[src/rtl/bp_pkg.sv]
// Shared BytePipe definitions: command byte layout, burst register address and
// the initiator FSM state codes.
package bp_pkg;

  localparam int BP_CMD_WR = 7;
  localparam int BP_ADDR_W = 7;
  localparam logic [BP_ADDR_W-1:0] BP_ADDR_BURST = 7'd0;

  localparam logic [2:0] ST_IDLE     = 3'd0;
  localparam logic [2:0] ST_BLEN_CMD = 3'd1;
  localparam logic [2:0] ST_BLEN_DAT = 3'd2;
  localparam logic [2:0] ST_BLEN_RSP = 3'd3;
  localparam logic [2:0] ST_CMD      = 3'd4;
  localparam logic [2:0] ST_WDAT     = 3'd5;
  localparam logic [2:0] ST_WRSP     = 3'd6;
  localparam logic [2:0] ST_RDAT     = 3'd7;

  function automatic logic [7:0] bp_cmd(input logic wr, input logic [BP_ADDR_W-1:0] addr);
    logic [7:0] c;
    c = {1'b0, addr};
    c[BP_CMD_WR] = wr;
    return c;
  endfunction

endpackage

[src/rtl/bp_initiator.sv]
// BytePipe initiator: turns one rd/wr burst request into command/data bytes
// toward the register responder and collects its reply bytes.
module bp_initiator
  import bp_pkg::*;
(
  input  logic                 i_clk,
  input  logic                 i_rst,
  input  logic                 i_cg,
  input  logic                 i_req_valid,
  output logic                 o_req_ready,
  input  logic                 i_req_wr,
  input  logic [BP_ADDR_W-1:0] i_req_addr,
  input  logic [7:0]           i_req_len,
  input  logic [7:0]           i_wr_data,
  input  logic                 i_wr_valid,
  output logic                 o_wr_ready,
  output logic [7:0]           o_rd_data,
  output logic                 o_rd_valid,
  input  logic                 i_rd_ready,
  output logic                 o_done,
  output logic [7:0]           o_done_data,
  output logic [7:0]           o_bp_data,
  output logic                 o_bp_valid,
  input  logic                 i_bp_ready,
  input  logic [7:0]           i_bp_data,
  input  logic                 i_bp_valid,
  output logic                 o_bp_ready
);

  logic [2:0]           state_q, state_d;
  logic [7:0]           count_q, count_d;
  logic                 wr_q, wr_d;
  logic [BP_ADDR_W-1:0] addr_q, addr_d;
  logic [7:0]           len_q, len_d;
  logic                 done_q, done_d;
  logic [7:0]           done_data_q, done_data_d;

  logic req_fire;
  logic bp_out_fire;
  logic bp_in_fire;

  // NOTE: every output gets a default before the case so no path leaves a
  // variable unassigned, which would otherwise infer a latch.
  always_comb begin
    o_req_ready = (state_q == ST_IDLE);
    o_bp_valid  = 1'b0;
    o_bp_data   = 8'h00;
    o_bp_ready  = 1'b0;
    o_wr_ready  = 1'b0;
    o_rd_valid  = 1'b0;
    o_rd_data   = 8'h00;
    case (state_q)
      ST_BLEN_CMD: begin
        o_bp_valid = 1'b1;
        o_bp_data  = bp_cmd(1'b1, BP_ADDR_BURST);
      end
      ST_BLEN_DAT: begin
        o_bp_valid = 1'b1;
        o_bp_data  = len_q;
      end
      ST_BLEN_RSP: o_bp_ready = 1'b1;
      ST_CMD: begin
        o_bp_valid = 1'b1;
        o_bp_data  = bp_cmd(wr_q, addr_q);
      end
      // Data phases are pure pass-throughs between the local stream and the link.
      ST_WDAT: begin
        o_bp_valid = i_wr_valid;
        o_bp_data  = i_wr_data;
        o_wr_ready = i_bp_ready;
      end
      ST_WRSP: o_bp_ready = 1'b1;
      ST_RDAT: begin
        o_rd_valid = i_bp_valid;
        o_rd_data  = i_bp_data;
        o_bp_ready = i_rd_ready;
      end
      default: ;
    endcase
  end

  assign req_fire    = i_req_valid && o_req_ready;
  assign bp_out_fire = o_bp_valid && i_bp_ready;
  assign bp_in_fire  = i_bp_valid && o_bp_ready;

  assign o_done      = done_q;
  assign o_done_data = done_data_q;

  always_comb begin
    state_d     = state_q;
    count_d     = count_q;
    wr_d        = wr_q;
    addr_d      = addr_q;
    len_d       = len_q;
    done_d      = 1'b0;
    done_data_d = done_data_q;
    case (state_q)
      ST_IDLE: begin
        if (req_fire) begin
          wr_d    = i_req_wr;
          addr_d  = i_req_addr;
          // The burst register itself is always accessed as a single byte.
          len_d   = (i_req_addr == BP_ADDR_BURST) ? 8'd0 : i_req_len;
          state_d = (len_d != 8'd0) ? ST_BLEN_CMD : ST_CMD;
        end
      end
      ST_BLEN_CMD: if (bp_out_fire) state_d = ST_BLEN_DAT;
      ST_BLEN_DAT: if (bp_out_fire) state_d = ST_BLEN_RSP;
      ST_BLEN_RSP: if (bp_in_fire)  state_d = ST_CMD;
      ST_CMD: begin
        if (bp_out_fire) begin
          count_d = len_q;
          state_d = wr_q ? ST_WDAT : ST_RDAT;
        end
      end
      ST_WDAT: begin
        if (bp_out_fire) begin
          if (count_q == 8'd0) state_d = ST_WRSP;
          else                 count_d = count_q - 8'd1;
        end
      end
      ST_WRSP: begin
        if (bp_in_fire) begin
          done_data_d = i_bp_data;
          done_d      = 1'b1;
          state_d     = ST_IDLE;
        end
      end
      ST_RDAT: begin
        if (bp_in_fire) begin
          if (count_q == 8'd0) begin
            done_data_d = i_bp_data;
            done_d      = 1'b1;
            state_d     = ST_IDLE;
          end else begin
            count_d = count_q - 8'd1;
          end
        end
      end
      default: state_d = ST_IDLE;
    endcase
  end

  // NOTE: sequential state uses non-blocking assignments so every flop samples
  // the pre-edge value of every other flop, independent of block ordering.
  always_ff @(posedge i_clk) begin
    if (i_rst) begin
      state_q     <= ST_IDLE;
      count_q     <= 8'd0;
      wr_q        <= 1'b0;
      addr_q      <= '0;
      len_q       <= 8'd0;
      done_q      <= 1'b0;
      done_data_q <= 8'd0;
    end else if (i_cg) begin
      state_q     <= state_d;
      count_q     <= count_d;
      wr_q        <= wr_d;
      addr_q      <= addr_d;
      len_q       <= len_d;
      done_q      <= done_d;
      done_data_q <= done_data_d;
    end
  end

endmodule

[config.mk]
export PLATFORM = sky130hd
export DESIGN_NAME = bp_initiator
export DESIGN_NICKNAME = d
export VERILOG_FILES = /design/src/rtl/bp_pkg.sv /design/src/rtl/bp_initiator.sv
export SDC_FILE = /design/constraint.sdc
export NUM_CORES = 1
export LEC_CHECK = 0
export CAP_MARGIN = 20
export CORE_MARGIN = 4
export CORE_UTILIZATION = 40
export DETAILED_ROUTE_END_ITERATION = 10
export PLACE_DENSITY = 0.8
export SYNTH_ARGS = -nofsm -noshare
export SYNTH_HDL_FRONTEND = slang
export SYNTH_SLANG_ARGS = --single-unit
[constraint.sdc]
create_clock -name i_clk -period 1.7 [get_ports i_clk]
set_input_delay 0.255 -clock i_clk [delete_from_list [all_inputs] [get_ports i_clk]]
set_output_delay 0.255 -clock i_clk [all_outputs]
set_load 0.1 [all_outputs]
==> results of run 1 <==
[synth_stat cells, types with 3 or more instances]
master / instances / area [um^2]
a22oi_1: 9 / 67.6
mux2i_1: 15 / 150
nand2_1: 32 / 120
a21oi_1: 28 / 140
nand2b_1: 3 / 18.8
nor4_1: 3 / 18.8
inv_1: 7 / 26.3
clkbuf_1: 12 / 45.0
and3_1: 11 / 68.8
nor3_1: 4 / 20.0
or2_2: 4 / 25.0
nor2_1: 33 / 124
buf_2: 3 / 15.0
o21ai_0: 18 / 90.1
dfxtp_1: 36 / 721
or4_1: 5 / 37.5
[kinds of logic (layout without fill, tap and decap cells)]
kind of cell,count (synthesis),count (layout)
and+or+nand+nor,109,109
AOI/OAI and AO/OA,69,69
DFF,36,36
buffers and inverters,26,159
muxes,15,15
adders and majority gates,2,2
xor gates and xnor gates,1,1
[power breakdown]
group          switching (mW)  total [mW]  internal, mW
logic                   0.678        1.26         0.586
clock network           0.329       0.660         0.331
registers              0.0552       0.935         0.880
[cell type report]
class                           instances  area [um^2]  area share [%]
Clock buffer                            8         90.1            2.06
Inverter                                8         37.5           0.860
Multi-Input combinational cell        196         1680            38.4
Sequential cell                        36          736            16.9
Tap cell                               67         83.8            1.92
Timing Repair Buffer                  143         1740            39.9
[per-layer routing]
metal	routed length, um	share of wire, %	vias up
met5	0	0	-
met4	567	5.1	0
met3	862	7.8	65
met2	5590	50	214
met1	4100	37	1388
li1	-	-	1192
[timing repair]
action / CTS / global route
pin swaps: 30 / 54
gates resized for setup: 52 / 68
buffers inserted: 10 / 11
setup endpoints to repair: 41 / 56
gates cloned: 1 / 2
hold buffers: 0 / 0
[worst max-delay path, cell delays in order, from the launching register on]
cell,delay (ns)
dfxtp_4,0.43
inv_2,0.06
or4_4,0.44
a211o_4,0.38
or3b_1,0.38
a31oi_1,0.18
[final timing paths]
check,endpoint,start
worst max register to register,count_q[0],state_q[2]
worst max-delay path,count_q[0],state_q[2]
worst min-delay path,addr_q[5],i_req_addr[5]
worst min register to register,wr_q,wr_q
[flip-flops by register name, summed over array words and instances, names as in the netlist]
signal	cells
addr_q	7
count_q	8
len_q	8
o_done	1
o_done_data	8
state_q	3
wr_q	1
[cells in the final DEF, fill, tap and decap left out, drive strengths merged, types with 2 or more instances in the layout]
cell and instances:
a211o 2, a21oi 28, a22oi 9, and3 11, buf 102, clkbuf 10, clkdlybuf4s50 35, dfxtp 36
dlygate4sd2 4, ha 2, inv 8, mux2i 15, nand2 32, nand2b 3, nand3 2, nand4 2
nand4b 2, nor2 33, nor3 4, nor4 4, o211ai 2, o21ai 18, or2 5, or3 2
or4 5
==> flow_summary.toml, run 1 <==
[timing]
rsz0062_at_grt = "yes"
fin_skew_ns = 0.00576
clock.fmax_ghz = 0.514
finalSetupTns_ns = -6.79
finalMaxSlewViolations = 0
min_period_over_period_pct = 115
finalHoldViolations = 0
setup_viol = 54
finalWorstSetupSlack_ns = -0.247
hold_ws_ns = 0.386
max_slew_margin_pct = 78.9
tightest_slew_ns = 0.308
layout_min_cycle_time_ns = 1.95

[floorplan]
initial_utilization_pct = 41.4
die_y_um = 78.2
io_pins = 70
coreArea_um2 = 4750
rows = 25
die_area_um2 = 6110
die_w_um = 78.2

[finish]
fin_nets = 432
area_growth_pct = 122
n_antenna_cell = 0
final_cells = 458
final_util_pct = 91.8
final_area_um2 = 4360
fillers = 172
drive_above_1_share_pct = 53.2

[global_route]
grt_util_met3_pct = 5.05
first_global_vias = 2623
grt_pass1_wl_um = 13300
use_met2_pct = 47.5
use_met1_pct = 33.9
grt_overflow = 0
groute.usage.overall_pct = 27.4
grt_max_degree = 19
busiest_layer = "met2"
grt_antenna_before_repair = 0

[cts]
cts_root_buf = "clkbuf_8"
clk_transition_reported_paths_ns = 0.08
cts_sinks = 36
htree_levels = 2
clockBufferDepth = 2
cts_buffers = 5
clk_latency_ns = 0.30
cts_tree = "done"

[synth]
avgSynthCellArea_um2 = 7.63
synthMuxAreaShare_pct = 7.62
synth-adder-area-share_pct = 1.27
synth_cell_types = 44
synth_cells = 258
synthFlopType = "dfxtp_1"
ys_ff_latch = 36
synth_compound_area_share_pct = 21.3
syn-num-nets = 300
synth-xor-area-share_pct = 0.445
synth_edf_count = 0
ys_seq_area_share_pct = 36.6
synth_top_family_by_area = "simple AND/OR/NAND/NOR gates"
yosysWarnings = 0
syn-cell-area_um2 = 1970
synth-simple-area-share_pct = 27.4
async_flop_share_pct = 0

[critical_path]
arrival_ns = 2.16
r2r_cells = 5
startpoint_type = "register"
crit_path_max_fanout = 4
rrSetupSlack_ns = -0.25
required_ns = 1.92
end_kind = "register"
crit_type = "reg2reg"

[routing]
viasPerCell = 6.24
wirelength_um = 11100
drt_iter0_drc = 311
ant_nets = 0
wl_per_cell_um = 24.3
drc = 0
drt_first_pass_iters = 5
vias = 2859

[placed_design]
dp.cells = 428
dp_hpwl_um = 5330
globalplace.congestion = 0.875
post_dp_cell_area_um2 = 3600
io_buffers = 69
place_ws_ns = -0.444

[min_path]
worstHoldPathType = "in2reg"
whs_path_depth = 3

[power_and_ir_drop]
power_density_nw_per_um2 = 655
p_leak_nw = 1.67
p_total_mw = 2.86
ir_worst_vdd_v = 0.000586

[run_status]
violations = "negative setup slack"
outcome = "complete, but fails checks"

[flow_run]
maxCapViolations = 0
Note: power is estimated with default switching activity, not from simulation.
==> run 2: changes to the inputs <==
SKIP_LAST_GASP = 1   (was default)
SLEW_MARGIN = 10   (was default)
==> run 2 against run 1 <==
Compared with the run above:
- the flow still finishes with violations (negative setup slack)
- sequential power decreased by 0.5%
- critical path depth increased by 2
- non-clock buffer count up 6
- wire length is 5.6% higher
- critical endpoint is now count_q[6]
- largest cell class unchanged
- highest routed layer unchanged
==> flow_summary.toml, run 2 (synthesized netlist as in run 1, its figures left out) <==
[run_status]
outcome = "complete, but fails checks"
violations = "negative setup slack"

[timing]
finalMaxSlewViolations = 0
finalWorstSetupSlack_ns = -0.332
min_period_over_period_pct = 120
rsz0062_at_grt = "yes"
finalHoldViolations = 0
layout_min_cycle_time_ns = 2.03
fin_skew_ns = 0.00705
finalSetupTns_ns = -7.03
clock.fmax_ghz = 0.492
tightest_slew_ns = 0.395
setup_viol = 53
max_slew_margin_pct = 73.4

[placed_design]
post_dp_cell_area_um2 = 3600
dp_hpwl_um = 5330
dp.cells = 428
globalplace.congestion = 0.875
io_buffers = 69

[power_and_ir_drop]
p_total_mw = 2.90
clock_power_share_pct = 22.8
sw_frac_of_total_pct = 37.4
power_density_nw_per_um2 = 657
internal_power_mw = 1.82
p_sw_mw = 1.09
ir_worst_vdd_v = 0.000650
p_leak_nw = 1.72
power_frac_seq_pct = 32.1
combPwrFrac_pct = 45.1

[cts]
cts_sinks = 36
clockBufferDepth = 2
htree_levels = 2
clk_latency_ns = 0.30
cts_root_buf = "clkbuf_8"
clk_transition_reported_paths_ns = 0.08
cts_tree = "done"
cts_buffers = 5

[critical_path]
cp_num_buf_inv = 2
crit_family = "compound AO/OA/AOI/OAI gates"
arrival_ns = 2.20
crit_type = "reg2reg"
required_ns = 1.87
cp_cell_sequence = "buf_12 -> nand3b_1 -> o21ai_0 -> a211o_4 -> buf_6 -> o21ai_1 -> a21oi_2"
end_kind = "register"
crit_path_max_fanout = 8
slowest_delay_ns = 0.40
cp_slowest_cell = "a211o_4"
startpoint_type = "register"

[floorplan]
die_w_um = 78.2
coreArea_um2 = 4750
initial_utilization_pct = 41.4
die_y_um = 78.2
die_area_um2 = 6110
rows = 25
io_pins = 70

[routing]
drt_iter0_drc = 352
wirelength_um = 11700
drt_first_pass_iters = 7
viasPerCell = 6.34
drc = 0
wl_per_cell_um = 25.3
ant_nets = 0
vias = 2942

[global_route]
grt_max_degree = 19
first_global_vias = 2681
use_met1_pct = 32.2
busiest_layer = "met2"
grt_overflow = 0
use_met2_pct = 47.6
groute.usage.overall_pct = 27.8
grt_util_met3_pct = 7.00
grt_pass1_wl_um = 13300
grt_antenna_before_repair = 0

[finish]
drive_above_1_share_pct = 53.1
area_growth_pct = 124
fin_nets = 438
final_cell_mix = "buf_4 (54), buf_12 (38), clkdlybuf4s50_1 (34)"
final_util_pct = 92.9
final_common_cell = "buf_4"
final_cells = 464
n_antenna_cell = 0
final_area_um2 = 4420

[flow_run]
maxCapViolations = 0

[min_path]
worstHoldPathType = "in2reg"
-- run 2: cell types whose count changed in the layout (fill, tap and decap cells not counted), moves of 3 or more --
cell,before,now
nand2_1,15,18
nand2_2,12,5
buf_4,49,54
nand2_4,5,9
-- run 2: per-layer routing --
layer / up-vias / share of wire, %
met4: 0 / 8.3
met2: 260 / 47
met5: - / 0
li1: 1202 / -
met3: 102 / 9.9
met1: 1378 / 35
-- run 2: path summary, 6_finish.rpt --
kind	startpoint	cells past startpoint	slack, ns	end
max	state_q[2]	7	-0.33	count_q[6]
min	i_req_addr[3]	3	0.28	addr_q[3]
max reg2reg	state_q[2]	7	-0.33	count_q[6]
min reg2reg	addr_q[2]	2	0.51	addr_q[2]
-- run 2: stage by stage --
stage               setup slack [ns]  hold WS [ns]
floorplan                     -0.443         0.390
global placement              -0.382         0.447
detailed placement            -0.444         0.457
CTS                           -0.161         0.356
global route                  -0.375         0.285
finish                        -0.332         0.275
-- run 2: final cells by class --
| cell class | instances | area, um^2 |
|---|---|---|
| clock buffers | 8 | 90.1 |
| fillers | 164 | 337 |
| inverters | 8 | 35.0 |
| multi-input cells | 196 | 1680 |
| flip-flops and latches | 36 | 736 |
| well taps | 67 | 83.8 |
| repair buffers | 149 | 1790 |
-- run 2: what timing repair did --
item                                    4_1_cts  5_1_grt
setup buffers                                10       16
resized for setup                            47       76
hold buffers                                  0        0
endpoints found under the setup margin       41       56
cloned                                        1        2
pin swaps                                    30       47
-- run 2: tightest hold or removal path: stages --
cell and delay, ns:
dlymetal6s2s_1 0.16, nand2_4 0.08, a21oi_2 0.04
-- run 2: power by group through the flow --
stage | registers (mW) | clock network [mW] | logic, mW
global route | 0.931 | 0.691 | 1.34
floorplan | 0.924 | 0 | 0.527
CTS | 0.915 | 0.641 | 1.04
finish | 0.930 | 0.662 | 1.31
detailed placement | 0.928 | 0 | 0.902
global placement | 0.925 | 0 | 0.882
==> run 3: changes to the inputs <==
CORE_MARGIN = 2   (was 4)
==> run 3 against run 2 <==
Compared with the run above:
- the flow still finishes with violations (negative setup slack)
- via count fell by 3.8%
- flip-flop and latch count did not move
- global-route usage rose by 4.7 points
- non-clock buffer count fell by 11
- clock power rose by 17%
- critical path depth rose by 1
- largest cell class unchanged
==> flow_summary.toml, run 3 (synthesized netlist as in run 1, its figures left out) <==
[floorplan]
rows = 25
coreArea_um2 = 4720
die_y_um = 74.2
io_pins = 70
die_w_um = 74.2
die_area_um2 = 5500
initial_utilization_pct = 41.7

[finish]
n_antenna_cell = 0
final_area_um2 = 4280
area_growth_pct = 117
drive_above_1_share_pct = 47.9
final_cell_mix = "buf_4 (46), buf_12 (38), clkdlybuf4s50_1 (34)"
fin_nets = 427
final_cells = 453
final_common_cell = "buf_4"

[global_route]
grt_antenna_before_repair = 0
first_global_vias = 2668
grt_overflow = 0
grt_max_degree = 29
groute.usage.overall_pct = 32.5
grt_pass1_wl_um = 13500

[placed_design]
dp_hpwl_um = 5290
dp.cells = 426
post_dp_cell_area_um2 = 3610
globalplace.congestion = 0.941
place_ws_ns = -0.459
io_buffers = 69

[power_and_ir_drop]
p_sw_mw = 1.05
sw_frac_of_total_pct = 35.5
p_total_mw = 2.97
p_leak_nw = 1.71
ir_worst_vdd_v = 0.000663
combPwrFrac_pct = 42.3
power_frac_seq_pct = 31.6
internal_power_mw = 1.92
clock_power_share_pct = 26.2
power_density_nw_per_um2 = 694

[flow_run]
maxCapViolations = 0

[critical_path]
slowest_delay_ns = 0.39
crit_path_max_fanout = 5
r2r-end = "state_q[1]"
r2r_cells = 8
arrival_ns = 2.23
startpoint_type = "register"
rrSetupSlack_ns = -0.29
crit_type = "reg2reg"
cp_num_buf_inv = 3
crit_family = "compound AO/OA/AOI/OAI gates"
end_kind = "register"
r2r_start = "state_q[0]"
required_ns = 1.95
cp_cell_sequence = "buf_6 -> buf_16 -> and3b_2 -> o21ai_2 -> nand4b_1 -> buf_4 -> a21oi_1 -> o221a_2"
cp_slowest_cell = "dfxtp_4"

[cts]
clk_latency_ns = 0.30
cts_buffers = 5
cts_sinks = 36
postCtsHoldBufs = 0
cts_tree = "done"
clockBufferDepth = 2
htree_levels = 2
cts_root_buf = "clkbuf_8"
clk_transition_reported_paths_ns = 0.09

[routing]
drc = 0
viasPerCell = 6.25
drt_iter0_drc = 261
vias = 2829
ant_nets = 0
wirelength_um = 10400
drt_first_pass_iters = 5
wl_per_cell_um = 22.9

[timing]
hold_ws_ns = 0.246
tightest_slew_ns = 0.460
setup_viol = 41
finalMaxSlewViolations = 0
layout_min_cycle_time_ns = 1.99
clock.fmax_ghz = 0.504
fin_skew_ns = 0.0124
max_slew_margin_pct = 69.2
rsz0062_at_grt = "yes"
finalWorstSetupSlack_ns = -0.285
finalHoldViolations = 0
min_period_over_period_pct = 117

[min_path]
worstHoldPathType = "in2reg"
min_from = "i_req_addr[5]"
min_to = "addr_q[5]"
whs_path_depth = 3

[run_status]
outcome = "complete, but fails checks"
violations = "negative setup slack"
-- run 3: routing by layer --
metal | vias to the layer above | wire length (um) | global-route usage, %
li1 | 1179 | - | -
met1 | 1347 | 3800 | 38.8
met2 | 237 | 5130 | 57.0
met3 | 66 | 931 | 6.23
met4 | 0 | 519 | 13.7
met5 | - | 0 | 0
-- run 3: layout make-up --
type / count / area, um^2
inverter: 8 / 35.0
tap: 67 / 83.8
multi-input combinational: 196 / 1610
sequential: 36 / 734
clock buffer: 6 / 72.6
fill: 173 / 445
timing repair buffer: 138 / 1700
clock inverter: 2 / 35.0
-- run 3: stage by stage --
stage / util [%] / TNS, ns
finish: 90.6 / -5.08
global route: 90.6 / -6.58
CTS: 83.5 / -2.89
detailed placement: 76.4 / -6.73
global placement: 76.4 / -5.72
floorplan: - / -7.24
-- run 3: worst max path at each step --
stage          startpoint    endpoint  slack, ns  depth (start not counted)
3_5_place_dp   i_bp_ready  count_q[4]      -0.46                          7
4_1_cts        state_q[2]  count_q[6]      -0.13                          6
3_3_place_gp   i_bp_ready  count_q[3]      -0.41                          7
5_1_grt        state_q[0]  state_q[1]      -0.29                          8
6_report       state_q[0]  state_q[1]      -0.29                          8
2_1_floorplan  state_q[2]    len_q[4]      -0.44                          6
-- run 3: power groups by stage --
| stage | Combinational, mW | Clock [mW] | Sequential (mW) |
|---|---|---|---|
| floorplan | 0.527 | 0 | 0.924 |
| global placement | 0.885 | 0 | 0.924 |
| detailed placement | 0.904 | 0 | 0.926 |
| CTS | 1.04 | 0.760 | 0.915 |
| global route | 1.30 | 0.796 | 0.938 |
| finish | 1.25 | 0.777 | 0.936 |
-- run 3: worst register-to-register path, stage by stage (launching register included) --
cell	delay, ns
dfxtp_4	0.39
buf_6	0.13
buf_16	0.12
and3b_2	0.24
o21ai_2	0.16
nand4b_1	0.21
buf_4	0.21
a21oi_1	0.23
o221a_2	0.25
-- run 3: timing repair --
action,CTS,global route
endpoints found under the setup margin,46,47
gates cloned,1,2
resized for setup,39,55
setup buffers,5,11
pin swaps,15,34
